==> src/rtl/alu_result_stage.sv <==
// Registered result stage behind the 64-bit logical units: 2-entry skid buffer with capture-time flags.
// Optional per-entry parity storage is enabled by defining ALU_RESULT_STAGE_PARITY_EN.
module alu_result_stage #(
   parameter int unsigned WIDTH = 64,
   parameter int unsigned CNT_W = 16
) (
   input  logic             clk,
   input  logic             rst_n,
   input  logic             in_valid,
   output logic             in_ready,
   input  logic [WIDTH-1:0] in_result,
   input  logic [1:0]       in_op,
   output logic             out_valid,
   input  logic             out_ready,
   output logic [WIDTH-1:0] out_result,
   output logic [1:0]       out_op,
   output logic             out_zero,
   output logic             out_neg,
   output logic             out_parity,
   output logic             err_op,
   output logic [CNT_W-1:0] retired
);

   typedef enum logic [1:0] {
      OCC_EMPTY = 2'd0,
      OCC_ONE   = 2'd1,
      OCC_FULL  = 2'd2
   } occ_t;

   occ_t             occ;
   logic             rd_ptr;
   logic             wr_ptr;
   logic [WIDTH-1:0] mem_result [2];
   logic [1:0]       mem_op     [2];
   logic             mem_zero   [2];
   logic             mem_neg    [2];
   logic             push;
   logic             pop;
   logic             drop;

   // Handshake terms depend on registered occupancy only, never on out_ready.
   assign in_ready  = (occ != OCC_FULL);
   assign out_valid = (occ != OCC_EMPTY);
   assign push      = in_valid && in_ready && (in_op != 2'b11);
   assign drop      = in_valid && in_ready && (in_op == 2'b11);
   assign pop       = out_valid && out_ready;

   always_ff @(posedge clk or negedge rst_n) begin
      if (!rst_n) begin
         occ           <= OCC_EMPTY;
         rd_ptr        <= 1'b0;
         wr_ptr        <= 1'b0;
         err_op        <= 1'b0;
         retired       <= '0;
         mem_result[0] <= '0;
         mem_result[1] <= '0;
         mem_op[0]     <= '0;
         mem_op[1]     <= '0;
         mem_zero[0]   <= 1'b0;
         mem_zero[1]   <= 1'b0;
         mem_neg[0]    <= 1'b0;
         mem_neg[1]    <= 1'b0;
      end else begin
         if (push) begin
            mem_result[wr_ptr] <= in_result;
            mem_op[wr_ptr]     <= in_op;
            mem_zero[wr_ptr]   <= (in_result == '0);
            mem_neg[wr_ptr]    <= in_result[WIDTH-1];
            wr_ptr             <= ~wr_ptr;
         end
         if (pop) begin
            rd_ptr  <= ~rd_ptr;
            retired <= retired + CNT_W'(1);
         end
         if (drop) begin
            err_op <= 1'b1;
         end
         case ({push, pop})
            2'b10:   occ <= (occ == OCC_EMPTY) ? OCC_ONE : OCC_FULL;
            2'b01:   occ <= (occ == OCC_FULL) ? OCC_ONE : OCC_EMPTY;
            default: occ <= occ;
         endcase
      end
   end

   assign out_result = mem_result[rd_ptr];
   assign out_op     = mem_op[rd_ptr];
   assign out_zero   = mem_zero[rd_ptr];
   assign out_neg    = mem_neg[rd_ptr];

`ifdef ALU_RESULT_STAGE_PARITY_EN
   logic mem_par [2];

   always_ff @(posedge clk or negedge rst_n) begin
      if (!rst_n) begin
         mem_par[0] <= 1'b0;
         mem_par[1] <= 1'b0;
      end else if (push) begin
         mem_par[wr_ptr] <= ^in_result;
      end
   end

   assign out_parity = mem_par[rd_ptr];
`else
   assign out_parity = 1'b0;
`endif

endmodule

==> config.mk <==
export PLATFORM = sky130hd
export DESIGN_NAME = alu_result_stage
export DESIGN_NICKNAME = d
export VERILOG_FILES = /design/src/rtl/alu_result_stage.sv
export SDC_FILE = /design/constraint.sdc
export NUM_CORES = 1
export LEC_CHECK = 0
export ABC_AREA = 0
export CAP_MARGIN = 25
export CORE_MARGIN = 2
export CORE_UTILIZATION = 25
export DETAILED_ROUTE_END_ITERATION = 8
export MAX_ROUTING_LAYER = met4
export PLACE_DENSITY = 0.55
export SLEW_MARGIN = 20
export SYNTH_ARGS = -nofsm -noshare
export SYNTH_HDL_FRONTEND = slang
export SYNTH_SLANG_ARGS = --single-unit
==> constraint.sdc <==
create_clock -name clk -period 4.5 [get_ports clk]
set_input_delay 0.45 -clock clk [delete_from_list [all_inputs] [get_ports clk]]
set_output_delay 0.45 -clock clk [all_outputs]
set_load 0.02 [all_outputs]
# Yosys cells after proc, flatten, opt, wreduce, memory -nomap -nowiden
# Cells that the tools add are included.
[classes]
eq_ne = 6
n_mux = 25
reduce_logical = 9
addsub = 1
bitwise_logic = 4
n_lt_le_gt_ge = 3
[ops]
columns = ["operator", "n"]
rows = [
  ["64-bit two-way mux", 4],
  ["128-bit bitwise mux", 1],
  ["64-bit demux with 1-bit select", 1],
  ["64-bit logical NOT", 1],
  ["16-bit by 1-bit adder with 16-bit output, second input constant", 1],
  ["2-bit two-way mux", 5],
  ["1-bit two-way mux", 8],
  ["2-bit equality test, second input constant", 3],
  ["1-bit logical AND", 5],
  ["2-bit bitwise mux", 2],
  ["4-bit bitwise mux", 1],
  ["2-bit greater-or-equal comparator, second input constant", 2],
  ["2-bit inequality test, second input constant", 2],
  ["1-bit NOT with 2-bit output", 2],
  ["2-bit one-hot mux with 2 select lines", 1],
  ["2-bit nonzero test", 2],
  ["2-bit demux with 1-bit select", 1],
  ["2-bit by 1-bit equality test with 1-bit output, second input constant", 1],
  ["2-bit logical NOT", 1],
  ["2-bit by 1-bit < comparator with 1-bit output, second input constant", 1],
  ["1-bit NOT", 2],
  ["1-bit demux with 1-bit select", 1],
]
[totals]
output_inout_bits = 88
input_bits = 70
wordCells = 61
ff_bits = 157

# Logic depth before layout (Yosys ltp)
[logic_depth]
depth_word = 6
mapped_depth = 7

# Worst setup path after synthesis
# No wires, ideal clock.
[synth_timing]
path_kind = "reg-to-output"
start = "reg rd_ptr"
end = "out out_result[11]"
path_stages_with_launch = 5
path_buffers = 3
setup_slack_ns = 2.601
t_arrival_ns = 1.449
required_time_ns = 4.050
path_cell_list = "dfrtp_1 -> clkbuf_1 -> buf_2 -> buf_1 -> mux2_2"
[synth_via]
elab_chain_len = 4
[synth_lines]
columns = ["item", "line", "rtl"]
rows = [
  ["start, declared", "31", "logic rd_ptr;"],
  ["start signal, assigned", "72", "rd_ptr <= ~rd_ptr;"],
  ["1-bit NOT with 2-bit output (not written as such)", "86", "assign out_result = mem_result[rd_ptr];"],
  ["64-bit two-way mux (not written as such) (3 in a row)", "86", ""],
  ["end, declared", "15", "output logic [WIDTH-1:0] out_result,"],
]
# Every way passes these cells. The select of a mux whose other input is x is not followed.

# Worst setup path in the final report
[layout_timing]
start = "reg rd_ptr"
end = "out out_zero"
[layout_via]
elab_chain_len = 4
[layout_lines]
columns = ["item", "line", "rtl"]
rows = [
  ["1-bit NOT with 2-bit output (not written as such)", "88", "assign out_zero = mem_zero[rd_ptr];"],
  ["1-bit two-way mux (not written as such) (3 in a row)", "88", ""],
  ["end, declared", "17", "output logic out_zero,"],
]
# Every way passes these cells. The select of a mux whose other input is x is not followed.

==> impl_metrics.env <==
export IMPL_crit_required_ns=4.05
export IMPL_period_share_pct=64.27
export IMPL_switchingPower_mw=2.542
export IMPL_grt_overflow=0
export IMPL_nets=695
export IMPL_fin_skew_ns=0.01116
export IMPL_routed_top_layer="met4"
export IMPL_critPathCaptureType="output pin"
export IMPL_syn_inst=466
export IMPL_drv_slew=0
export IMPL_start_util_pct=25.56
export IMPL_final_common_cell="mux2_2"
export IMPL_yosysWarnings=0
export IMPL_clkTransAtPathRegs_ns=0.06
export IMPL_met1_length_microns=8028
export IMPL_hold_ws_ns=0.08899
export IMPL_switching_share_pct=34.18
export IMPL_maxCapViolCount=0
export IMPL_leakage_nw=3.921
export IMPL_syn_nets=538
export IMPL_die_h_microns=170.2
export IMPL_start_kind="flop"
export IMPL_num_rows=60
export IMPL_antenna_cells=0
export IMPL_num_vias=4369
export IMPL_cts_setup_buffers=0
export IMPL_slew_headroom_pct=42.86
export IMPL_clockPowerShare_pct=19.3
export IMPL_yosysUniqueCellTypes=30
export IMPL_ioPinCount=158
export IMPL_crit_end="out_zero"
export IMPL_firstDrtPassIters=4
export IMPL_wl_met2_microns=8780
export IMPL_worst_r2r_startpoint="occ[0]"
export IMPL_wl_met3_microns=754
export IMPL_dieArea_sq_um=28980
export IMPL_antenna_found_initial=0
export IMPL_drive_gt1_share_pct=38.64
export IMPL_irDropWorstVdd_v=0.0003040
export IMPL_drt_iter0_markers=177
export IMPL_r2r_end="mem_result[79]"
export IMPL_intPower_mw=4.895
export IMPL_final_hold_viol_count=0
export IMPL_rsz0062_at_grt="no"
export IMPL_path_class="flop to output pin"
export IMPL_synth_top_area_share_pct=56.14
export IMPL_grt_pass1_vias=4918
export IMPL_cts_root_buf="clkbuf_16"
export IMPL_power_frac_comb_pct=47.8
export IMPL_fp_dieW_microns=170.2
export IMPL_yosysSeqAreaShare_pct=56.14
export IMPL_wl_per_cell_microns=18.32
export IMPL_fmax_mhz=345.8
export IMPL_reg2reg_depth=5
export IMPL_drt_drc_violations_left=0
export IMPL_tritoncts="yes"
export IMPL_synth_area_sq_um=6909
export IMPL_syn2layout_area_growth_pct=36.29
export IMPL_ant_nets=0
export IMPL_arrival_ns=2.44
export IMPL_clk_latency_ns=0.42
export IMPL_synth_top_area_cell="dfrtp_1"
export IMPL_hold_buffers=0
export IMPL_viasPerCell=4.481
export IMPL_port_buffer_count=156
export IMPL_power_density_nw_per_um2=789.8
export IMPL_cts_max_level=4
export IMPL_grt_max_degree=90
export IMPL_cts_sinks=155
export IMPL_regToRegSetupSlack_ns=2.20
export IMPL_numCtsBuffers=17
export IMPL_grt_usage_pct=13.05
export IMPL_layout_common_cells="182 x mux2_2, 155 x clkdlybuf4s50_1, 154 x dfrtp_1, 19 x mux2_4"
export IMPL_finalSetupViolCount=0
export IMPL_min_period_ns=2.892
export IMPL_hp_class="primary input to asynchronous set/reset pin"
export IMPL_grt_pass1_wl_microns=27900
export IMPL_post_dp_hpwl_microns=12150
export IMPL_wirelength_microns=17860
export IMPL_syn_avg_cell_area_sq_um=14.83
export IMPL_coreArea_sq_um=27030
export IMPL_timing_critical_path_from="rd_ptr"
export IMPL_crit_fanout=40
export IMPL_ys_seq_elements=155
export IMPL_seqPwrFrac_pct=32.9
export IMPL_yosys_top_cells_area="dfrtp_1 56%, mux2_2 30%, mux2_4 4.1%"
export IMPL_worst_pin_slew_ns=0.8571
export IMPL_cts_buffer_depth=2
export IMPL_gp_congestion=0.7213
export IMPL_outcome="finished, final reports clean"
export IMPL_cts_resized=0
export IMPL_fin_setup_tns_ns=0
[how the worst min path moves through the flow]
stage           startpoint             to  slack, ns  cells past startpoint
2_1_floorplan        rst_n         err_op       0.15                      0
3_3_place_gp   retired[15]    retired[15]       0.46                      1
3_5_place_dp   retired[15]    retired[15]       0.47                      1
4_1_cts              rst_n  mem_result[6]       0.14                      1
5_1_grt              rst_n  mem_result[6]       0.16                      1
6_report             rst_n  mem_result[6]       0.09                      1
[synth_stat cells (all sizes together)]
| cell | instances |
|---|---|
| or2 | 3 |
| conb | 1 |
| nand3 | 5 |
| nand2 | 13 |
| o21ai | 1 |
| and3 | 4 |
| nand4 | 9 |
| xor2 | 4 |
| dfrtp | 155 |
| a41o | 1 |
| a21oi | 2 |
| nand2b | 1 |
| mux2 | 201 |
| xnor2 | 13 |
| inv | 2 |
| buf | 20 |
| and4 | 1 |
| nor3 | 3 |
| a21o | 1 |
| ha | 2 |
| clkbuf | 5 |
| nor4 | 17 |
| nor2 | 2 |
[metrics by stage]
| step | std cells | power, mW | setup WS, ns | util (%) | area (sq um) |
|---|---|---|---|---|---|
| floorplan | 466 | 4.582 | 2.601 | - | 6909 |
| global placement | 944 | 5.956 | 1.701 | 32.60 | 8810 |
| detailed placement | 944 | 6.043 | 1.652 | 32.60 | 8810 |
| CTS | 974 | 7.547 | 1.376 | 34.74 | 9389 |
| global route | 975 | 7.872 | 1.503 | 34.84 | 9417 |
| finish | 975 | 7.437 | 1.608 | 34.84 | 9417 |
[kinds of logic (layout without fill, tap and decap cells)]
group,count (synthesis),in the layout,share of synthesized area [%]
mux,201,201,33.79
flops,155,155,56.14
simple gates,58,58,4.889
buf+inv,27,195,2.137
xor+xnor,17,17,2.155
compound gates,5,5,0.4708
fa+ha+maj,2,2,0.3621
other cells,1,1,0.05428
[final cells by class]
type                       instances  area, sq um
multi-input combinational        284         2885
timing repair buffer             163         1635
tap                              341        426.7
fill                            2598        17610
sequential                       155         3882
clock buffer                      18        439.2
inverter                           2        7.507
clock inverter                    12        140.1
[registers in the layout, indices dropped and copies added (netlist names)]
register and cells:
err_op 1, occ 2, wr_ptr 1, mem_result 128, mem_op 4, mem_zero 2, rd_ptr 1, retired 16
[critical path: stages (launching register included)]
cell and delay [ns]:
dfrtp_4 0.73, buf_16 0.29, mux2_2 0.37, clkdlybuf4s50_1 0.60
[power groups by stage]
stage	logic [mW]	registers, mW	clock network [mW]
after global routing	3.78	2.53	1.56
after detailed placement	3.49	2.55	0
final	3.55	2.45	1.44
after floorplan	2.26	2.32	0
after global placement	3.45	2.51	0
after CTS	3.52	2.53	1.50
[per-layer routing]
metal / global-route usage, % / up-vias
met5: - / -
met4: 4.162 / 0
met3: 3.070 / 16
met2: 21.28 / 108
met1: 16.02 / 2249
li1: - / 1996
Power figures use the tool's default switching activity.
